===== config.mk =====
export PLATFORM = sky130hd
export DESIGN_NAME = ym6045c_cell_shreg_n
export DESIGN_NICKNAME = d
export VERILOG_FILES = /design/src/rtl/ym6045c_pkg.sv /design/src/rtl/ym6045c_cell_shreg_ctl.sv /design/src/rtl/ym6045c_cell_shreg_n.sv
export SDC_FILE = /design/constraint.sdc
export NUM_CORES = 1
export LEC_CHECK = 0
export BUFFER_PORTS_ARGS = -buffer_cell sky130_fd_sc_hd__clkbuf_2
export CORE_MARGIN = 4
export CORE_UTILIZATION = 40
export DETAILED_ROUTE_END_ITERATION = 6
export PLACE_DENSITY = 0.76
export SLEW_MARGIN = 20
export SYNTH_ARGS = -nofsm -noshare
export SYNTH_HDL_FRONTEND = slang
export SYNTH_HIERARCHICAL = 1
export SYNTH_SLANG_ARGS = --single-unit

===== constraint.sdc =====
create_clock -name clk -period 3 [get_ports clk]
set_input_delay 0.45 -clock clk [delete_from_list [all_inputs] [get_ports clk]]
set_output_delay 0.45 -clock clk [all_outputs]
set_load 0.02 [all_outputs]

===== src/rtl/ym6045c_pkg.sv =====
// Shared types and constants for the ym6045c sequential cell library.
package ym6045c_pkg;

    typedef enum logic [1:0] {
        SHREG_IDLE  = 2'd0,
        SHREG_SHIFT = 2'd1,
        SHREG_DONE  = 2'd2
    } shreg_state_e;

    localparam logic DIR_LEFT  = 1'b0;
    localparam logic DIR_RIGHT = 1'b1;

    // Shift-run configuration captured at start.
    typedef struct packed {
        logic dir;
        logic rot;
    } shreg_cfg_t;

endpackage


===== src/rtl/ym6045c_cell_shreg_ctl.sv =====
// Shift-run controller: FSM, remaining-shift counter and captured dir/rot.
module ym6045c_cell_shreg_ctl
    import ym6045c_pkg::*;
#(
    parameter int unsigned CNT_W = 4
) (
    input  logic             clk,
    input  logic             rst_n,
    input  logic             start_i,
    input  logic [CNT_W-1:0] count_i,
    input  logic             dir_i,
    input  logic             rot_i,
    output logic             shift_en_o,
    output logic             busy_o,
    output logic             done_o,
    output logic             dir_o,
    output logic             rot_o
);

    shreg_state_e     state_q, state_d;
    logic [CNT_W-1:0] cnt_q, cnt_d;
    shreg_cfg_t       cfg_q, cfg_d;
    logic             busy_q, busy_d;
    logic             done_q, done_d;

    // State register; busy/done are registered decodes of the next state.
    always_ff @(posedge clk or negedge rst_n) begin
        if (!rst_n) begin
            state_q <= SHREG_IDLE;
            cnt_q   <= '0;
            cfg_q   <= '{dir: DIR_LEFT, rot: 1'b0};
            busy_q  <= 1'b0;
            done_q  <= 1'b0;
        end else begin
            state_q <= state_d;
            cnt_q   <= cnt_d;
            cfg_q   <= cfg_d;
            busy_q  <= busy_d;
            done_q  <= done_d;
        end
    end

    // Next-state logic; DONE accepts a new start exactly like IDLE.
    always_comb begin
        state_d = state_q;
        cnt_d   = cnt_q;
        cfg_d   = cfg_q;
        unique case (state_q)
            SHREG_IDLE, SHREG_DONE: begin
                state_d = SHREG_IDLE;
                if (start_i) begin
                    if (count_i != '0) begin
                        state_d = SHREG_SHIFT;
                        cnt_d   = count_i;
                        cfg_d   = '{dir: dir_i, rot: rot_i};
                    end else begin
                        state_d = SHREG_DONE;
                    end
                end
            end
            SHREG_SHIFT: begin
                cnt_d = cnt_q - CNT_W'(1);
                if (cnt_q == CNT_W'(1)) begin
                    state_d = SHREG_DONE;
                end
            end
            default: state_d = SHREG_IDLE;
        endcase
    end

    // Output decode of the upcoming state.
    always_comb begin
        busy_d = 1'b0;
        done_d = 1'b0;
        busy_d = (state_d == SHREG_SHIFT);
        done_d = (state_d == SHREG_DONE);
    end

    assign shift_en_o = busy_q;
    assign busy_o     = busy_q;
    assign done_o     = done_q;
    assign dir_o      = cfg_q.dir;
    assign rot_o      = cfg_q.rot;

endmodule


===== src/rtl/ym6045c_cell_shreg_n.sv =====
// Parametrised N-bit shift register with parallel load, rotate/fill,
// programmable shift count with busy/done handshake and a selectable tap.
module ym6045c_cell_shreg_n
    import ym6045c_pkg::*;
#(
    parameter int unsigned      WIDTH     = 8,
    parameter int unsigned      CNT_W     = 4,
    parameter int unsigned      SEL_W     = 3,
    parameter logic [WIDTH-1:0] RESET_VAL = '0
) (
    input  logic             clk,
    input  logic             rst_n,
    input  logic             load_i,
    input  logic [WIDTH-1:0] load_data_i,
    input  logic             start_i,
    input  logic [CNT_W-1:0] count_i,
    input  logic             dir_i,
    input  logic             rot_i,
    input  logic             ser_i,
    input  logic [SEL_W-1:0] tap_sel_i,
    output logic [WIDTH-1:0] q_o,
    output logic             ser_o,
    output logic             tap_o,
    output logic             busy_o,
    output logic             done_o
);

    localparam int unsigned TAP_N = 1 << SEL_W;

    logic             shift_en;
    logic             busy;
    logic             dir_lat;
    logic             rot_lat;
    logic [WIDTH-1:0] q_q, q_d;
    logic [WIDTH-1:0] shifted;
    logic             fill;
    logic [TAP_N-1:0] tap_vec;

    ym6045c_cell_shreg_ctl #(
        .CNT_W (CNT_W)
    ) u_ctl (
        .clk        (clk),
        .rst_n      (rst_n),
        .start_i    (start_i),
        .count_i    (count_i),
        .dir_i      (dir_i),
        .rot_i      (rot_i),
        .shift_en_o (shift_en),
        .busy_o     (busy),
        .done_o     (done_o),
        .dir_o      (dir_lat),
        .rot_o      (rot_lat)
    );

    // Single-bit shift using the captured direction and fill mode.
    always_comb begin
        fill    = 1'b0;
        shifted = q_q;
        if (dir_lat == DIR_RIGHT) begin
            fill    = rot_lat ? q_q[0] : ser_i;
            shifted = {fill, q_q[WIDTH-1:1]};
        end else begin
            fill    = rot_lat ? q_q[WIDTH-1] : ser_i;
            shifted = {q_q[WIDTH-2:0], fill};
        end
    end

    // Load is only honoured outside a run.
    always_comb begin
        q_d = q_q;
        if (load_i && !busy) begin
            q_d = load_data_i;
        end else if (shift_en) begin
            q_d = shifted;
        end
    end

    always_ff @(posedge clk or negedge rst_n) begin
        if (!rst_n) begin
            q_q <= RESET_VAL;
        end else begin
            q_q <= q_d;
        end
    end

    // Zero-extended view so out-of-range tap indices read as 0.
    assign tap_vec = TAP_N'(q_q);
    assign tap_o   = tap_vec[tap_sel_i];

    assign q_o    = q_q;
    assign ser_o  = (dir_lat == DIR_RIGHT) ? q_q[0] : q_q[WIDTH-1];
    assign busy_o = busy;

endmodule


* Yosys cells after proc, flatten, opt, wreduce, memory -nomap -nowiden
Index checks and enable logic that the tools add are counted.
Storage, ports and cells: logic and storage cells 40, output and inout bits 12, flip-flop bits (word level) 18, input bits 22
Operators by class: multiplexer cells 15, reduce and logical (&&, ||, !) cells 9, eq/ne operators 7, $lt $le $gt $ge 1, add/sub/neg operators 1
Operators by type and width (number):
- 8-bit two-way mux | 3
- 4-bit two-way mux | 2
- 4-bit one-hot mux with 2 select lines | 1
- 2-bit two-way mux | 3
- 3-bit AND reduction | 2
- 2-bit by 1-bit equality test with 1-bit output, second input constant | 2
- 2-bit equality test, second input constant | 2
- 4-bit by 1-bit equality test with 1-bit output, second input constant | 1
- 3-bit by 4-bit less-than comparator with 1-bit output, second input constant | 1
- 1-bit two-way mux | 4
- 2-bit one-hot mux with 2 select lines | 1
- 2-bit nonzero test | 2
- 4-bit nonzero test | 1
- 4-bit by 1-bit subtractor with 4-bit output, second input constant | 1
- 1-bit binary-select mux with 3-bit select | 1
- 2-bit logical NOT | 1
- 2-bit by 1-bit inequality test with 1-bit output, second input constant | 1
- 2-bit inequality test, second input constant | 1
- 2-bit OR reduction | 1
- 1-bit logical AND | 1
- 1-bit logical NOT | 1

* Depth between registers and ports, before layout
Gate-level depths: netlist of run 1.
depth after elaboration 5, gate-level depth with buffers 5, gate-level depth less buffers 5

* By module
The synthesis of run 1 kept the hierarchy.
By module, submodules not included:
- ym6045c_cell_shreg_n | times used 1, area an instance 554.3 sq um, cells each 54, sequential area each 200.2 sq um
- ym6045c_cell_shreg_ctl | times used 1, area an instance 525.5 sq um, cells each 50, sequential area each 250.2 sq um

* Least setup slack after synthesis of run 1
No wires, ideal clock.
path kind reg2out, from reg q_q[6], in the netlist q_o[6], to out tap_o, stages on the path, launching flop included 3, data required time 2.550 ns, path buffers 0, setup slack 1.258 ns, arrival 1.292 ns, path through dfrtp_1 > mux4_1 > mux2_2
On the way: cells in the longest elaborated chain, start to end 2
Ends and longest elaborated chain:
- start, declared | RTL line ym6045c_cell_shreg_n.sv:34 | logic [WIDTH-1:0] q_q, q_d;
- start signal, assigned | RTL line ym6045c_cell_shreg_n.sv:82 | q_q <= q_d;
- 1-bit binary-select mux with 3-bit select | RTL line ym6045c_cell_shreg_n.sv:88 | assign tap_o = tap_vec[tap_sel_i];
- 1-bit two-way mux (not written as such) | RTL line ym6045c_cell_shreg_n.sv:88
- end, declared | RTL line ym6045c_cell_shreg_n.sv:23 | output logic tap_o,
Every way passes these cells. The select of a mux whose other input is x is not followed.

* Worst setup path after layout of run 1
from reg q_q[0], in the netlist q_o[0], to out tap_o
Same word-level chain as after synthesis.

==> impl_metrics.tcl, run 1 <==
set metrics [dict create \
    cts_max_path_buffers 2 \
    clk_latency_ns 0.28 \
    first_global_vias 898 \
    synth_top_area_cell "dfrtp_1" \
    finalWeightedCongestion 0.891 \
    vias 916 \
    setup_violations 0 \
    yosysSeqAreaShare_pct 41.7 \
    r2r_end "q_o[6]" \
    netlist.area_leader.share_pct 41.7 \
    cts_tree "done" \
    cts_setup_buffers 0 \
    required_ns 2.55 \
    cts_root_buf "clkbuf_4" \
    h-tree-depth 1 \
    fin_area_um2 1290 \
    fin_nets 162 \
    critPathKind "flip-flop to output port" \
    r2r_start "u_ctl/busy_o" \
    switching_power_uw 635 \
    ir_drop_uv 626 \
    p_sw_share_pct 44.3 \
    synthCells 104 \
    power_density_nw_per_um2 1110 \
    worstMarginPinSlew_ns 0.765 \
    vias_per_cell 5.49 \
    wl_per_cell_um 14.7 \
    min_path_type "primary input to asynchronous set/reset pin" \
    crit_path_end_kind "output port" \
    core_um2 2520 \
    syn_area_um2 1080 \
    placed_cell_area_um2 1260 \
    diodes 0 \
    intPower_uw 798 \
    status "complete, no violations" \
    final_cells 167 \
    maxCapViolCount 0 \
    syn-num-nets 128 \
    cts_hold_buffers 0 \
    drc 0 \
    skew_ns 0.00216 \
    grt_pass1_wl_um 4020 \
    io_buffers 33 \
    n_fill_cell 242 \
    max_freq_mhz 473 \
    regToRegSetupSlack_ns 1.33 \
    fin_crit_sh_pct 70.5 \
    grtUsageTotal_pct 14.8 \
    start_util_pct 42.8 \
    final.min_clock_period_ns 2.11 \
    relSlewSlack_pct 48.9 \
    place_hpwl_um 1980 \
    postRouteAntennaNets 0 \
    p_leak_nw 0.641 \
    avgSynthCellArea_um2 10.4 \
    critPathLaunchType "flip-flop" \
    layout-area-overhead-vs-synth_pct 19.8 \
    antenna_found_initial 0 \
    cts.sinks 18 \
    dr.pass1.iters 4 \
    routed_wl_um 2460 \
    drive_above_1_share_pct 32.1 \
    synth.ff_latch_count 18 \
    ff_latch_area_um2 450 \
    dieWidth_um 60.0 \
    drt-initial-drc-count 44 \
    cts_resized 0 \
    worst_ep_arrival_time_ns 1.66 \
    multi_input_area_um2 589 \
    fin_util_pct 51.3 \
    slew_viol_final 0 \
    clkSlewWorstSetupHoldPaths_ns 0.10 \
    synth-warning-count 6 \
    fp.dieArea_um2 3590 \
    rsz0062_at_grt "false" \
    die_height_um 60.0 \
    reg2regPathDepth 3 \
    synth.distinct_cells 28 \
    io_pins 34 \
    power_frac_comb_pct 50.9 \
    pwr-share-clk_pct 10.1 \
    path_max_fanout 6 \
    row_count 18 \
    dp.cells 163 \
    finalHoldViolCount 0 \
    cts_inserted_buffers 3 \
    tns_ns 0 \
    grt_max_degree 20 \
    seqPwrFrac_pct 39.1 \
    yosys-top-cells-area "dfrtp_1, mux2i_1, a211oi_1" \
    grt_overflow 0 \
]
## layout by cell type, fill, tap and decap left out, types with 2 or more instances in the layout
cell / synthesis / layout
clkbuf_2: 0 / 33
nand2_1: 5 / 5
a21oi_1: 3 / 3
a21o_1: 7 / 7
dfrtp_1: 18 / 18
o21ai_0: 9 / 9
ha_1: 2 / 2
nor2_1: 8 / 8
mux2_2: 4 / 4
nor2b_1: 3 / 3
nand2b_1: 5 / 5
mux2i_1: 8 / 8
inv_1: 4 / 4
a211oi_1: 8 / 8
clkbuf_4: 0 / 3
nor3b_1: 2 / 2
o211ai_1: 2 / 2
mux4_1: 2 / 2
## area by class of cell
| type | instances | share of cell area (%) |
|---|---|---|
| multi-input combinational | 78 | 45.6 |
| sequential | 18 | 34.8 |
| timing repair buffer | 33 | 12.8 |
| tap | 30 | 2.90 |
| clock buffer | 4 | 2.80 |
| inverter | 4 | 1.16 |
## cells by family (layout without fill, tap and decap cells)
logic type / Yosys count / count (layout) / share of synthesized area [%]
flops: 18 / 18 / 41.7
compound gates: 33 / 33 / 21.0
fa+ha+maj: 2 / 2 / 2.32
simple gates: 28 / 28 / 14.0
mux: 14 / 14 / 16.5
buf+inv: 8 / 41 / 3.71
xor+xnor: 1 / 1 / 0.811
## stage by stage
| step | setup slack (ns) | power (mW) | hold slack (ns) |
|---|---|---|---|
| finish | 0.886 | 1.43 | 0.0931 |
| detailed placement | 1.01 | 1.30 | 0.415 |
| global placement | 1.06 | 1.26 | 0.412 |
| CTS | 0.867 | 1.44 | 0.0981 |
| floorplan | 1.26 | 1.09 | 0.154 |
| global route | 0.810 | 1.56 | 0.104 |
## layer usage
layer / vias up / GRT usage [%] / share of wire, %
li1: 455 / - / -
met1: 422 / 18.6 / 44
met2: 33 / 24.8 / 47
met3: 6 / 2.59 / 7.0
met4: 0 / 6.01 / 2.0
met5: - / 0 / 0
## critical path: stages (launching register included)
cell and delay, ns:
dfrtp_1 0.45, mux4_1 0.51, mux2_2 0.27, clkbuf_2 0.15
## how the worst max path moves through the flow
stage                             from     to  cells after the start
after global routing            q_o[4]  tap_o                      3
after CTS                       q_o[0]  tap_o                      3
final                           q_o[0]  tap_o                      3
after floorplan                 q_o[6]  tap_o                      2
after global placement    tap_sel_i[0]  tap_o                      4
after detailed placement  tap_sel_i[1]  tap_o                      4
## state kept, by name (all words and copies together), names as in the netlist
name and count:
q_o 8, u_ctl/cnt_q 4, u_ctl/state_q 2, u_ctl/busy_o 1, u_ctl/dir_o 1, u_ctl/done_o 1, u_ctl/rot_o 1
## power groups by stage
stage | Clock, mW | Sequential (mW) | Combinational (mW)
after floorplan | 0 | 0.558 | 0.532
after global placement | 0 | 0.556 | 0.704
after CTS | 0.150 | 0.561 | 0.733
final | 0.144 | 0.560 | 0.728
after detailed placement | 0 | 0.565 | 0.731
after global routing | 0.163 | 0.587 | 0.804
## cell usage after synthesis (all sizes together)
cell type,count
or4,1
mux4,2
and3,1
dfrtp,18
o21ai,9
a21o,7
a211oi,8
a22oi,1
a31oi,1
mux2i,8
buf,4
mux2,4
nor2b,3
nor4,1
a21oi,3
inv,4
and3b,1
nor3b,2
nand2b,5
ha,2
o221a,1
o211ai,2
o22a,1
xor2,1
nor2,8
nand2,5
nor3,1
Power figures use the tool's default switching activity.
==> run 2, diff against run 1 <==
PLACE_DENSITY = 0.79   (was 0.76)
clock period = 1.75 ns   (was 3 ns; I/O delays follow)
==> impl_metrics.tcl, run 2 (synthesis results as in run 1) <==
set metrics [dict create \
    routed.top_layer "met4" \
    drive_above_1_share_pct 37.6 \
    cts_tree "done" \
    slew_viol_final 0 \
    routed-wl-met3_um 201 \
    drt-initial-drc-count 57 \
    skew_ns 0.00236 \
    ir_drop_uv 1340 \
    regToRegSetupSlack_ns 0.33 \
    dieWidth_um 60.0 \
    vias_per_cell 5.63 \
    cts.sinks 18 \
    rsz0062_at_grt "true" \
    dr.pass1.iters 4 \
    io_buffers 33 \
    worst_slack_ns -0.118 \
    min_path_cells 2 \
    r2r_end "q_o[2]" \
    max_freq_mhz 535 \
    clk_latency_ns 0.29 \
    power_density_nw_per_um2 1970 \
    reg2regPathDepth 3 \
    final.min_clock_period_ns 1.87 \
    wl_per_cell_um 15.5 \
    final_cells 179 \
    die_height_um 60.0 \
    relSlewSlack_pct 46.4 \
    min_path_type "primary input to flip-flop" \
    grt_overflow 0 \
    dr_wl_met2_um 1340 \
    row_count 18 \
    critPathKind "flip-flop to output port" \
    path_max_fanout 2 \
    diodes 0 \
    crit_path_end_kind "output port" \
    grtUsageTotal_pct 16.3 \
    finalWeightedCongestion 0.881 \
    cts_max_path_buffers 2 \
    status "finished with violations" \
    vias 1007 \
    cts_inserted_buffers 3 \
    fin_crit_sh_pct 107 \
    core_um2 2520 \
    worst_ep_arrival_time_ns 1.61 \
    dp.cells 167 \
    drc 0 \
    place_hpwl_um 2030 \
    h-tree-depth 1 \
    routed_wl_um 2780 \
    layout-area-overhead-vs-synth_pct 29.3 \
    fin_util_pct 55.4 \
    power_mw 2.75 \
    multi_input_area_um2 589 \
    setup_violations 1 \
    required_ns 1.49 \
    maxCapViolCount 0 \
    fin_nets 174 \
    holdCritStartpoint "load_data_i[4]" \
    postRouteAntennaNets 0 \
    clkSlewWorstSetupHoldPaths_ns 0.10 \
    tns_ns -0.118 \
    antenna_found_initial 0 \
    mostFrequentLayoutCell "clkbuf_2" \
    critPathLaunchType "flip-flop" \
    fp.dieArea_um2 3590 \
    grt_max_degree 19 \
    min_to "q_o[4]" \
    ff_latch_area_um2 450 \
    start_util_pct 42.8 \
    largest_reg_flops 8 \
    p_leak_nw 0.701 \
    worstMarginPinSlew_ns 0.802 \
    violations "negative setup slack" \
    io_pins 34 \
    r2r_start "u_ctl/busy_o" \
    cts_root_buf "clkbuf_4" \
    finalHoldViolCount 0 \
    first_global_vias 1003 \
    n_fill_cell 225 \
    most-common-layout-cells "clkbuf_2, dfrtp_1, buf_4, o21ai_0" \
    met1_length_um 1150 \
    grt_pass1_wl_um 4400 \
]
## run 2: where the power goes
group	total [mW]	internal (mW)	leakage [nW]	switching [mW]
clock network	0.249	0.127	0.0210	0.123
registers	0.852	0.625	0.212	0.227
logic	1.65	0.814	0.468	0.831
total	2.75	1.57	0.701	1.18
## run 2: what timing repair did
item	CTS	global route
resized for setup	4	1
hold buffers	1	0
setup buffers	5	2
hold endpoints to repair	18	0
endpoints found under the setup margin	1	1
## run 2: cell type report
cell class | instances | share of cell area (%)
multi-input combinational | 78 | 42.2
sequential | 18 | 32.3
timing repair buffer | 45 | 19.2
tap | 30 | 2.69
clock buffer | 4 | 2.60
inverter | 4 | 1.08
## run 2: worst max-delay path, stage by stage, from the launching register on
cell and delay [ns]:
dfrtp_1 0.42, mux4_2 0.48, mux2_4 0.29, buf_8 0.13
## run 2: through the flow
step	hold slack [ns]	setup WS (ns)	cell area (um^2)
3_5_place_dp	0.228	0.126	1290
3_3_place_gp	0.224	0.180	1290
2_1_floorplan	-0.0331	0.196	1080
6_report	0.177	-0.118	1400
5_1_grt	0.170	-0.156	1400
4_1_cts	0.169	-0.133	1380
## run 2: worst max-delay path by stage
| stage | from | endpoint |
|---|---|---|
| 6_report | q_o[3] | tap_o |
| 4_1_cts | q_o[3] | tap_o |
| 3_3_place_gp | tap_sel_i[0] | tap_o |
| 2_1_floorplan | q_o[6] | tap_o |
| 3_5_place_dp | q_o[1] | tap_o |
| 5_1_grt | q_o[3] | tap_o |
## run 2: routing by layer
metal	track usage (%)	up-vias
met3	2.16	9
li1	-	473
met4	7.59	0
met2	28.1	44
met1	20.0	481
met5	0	-
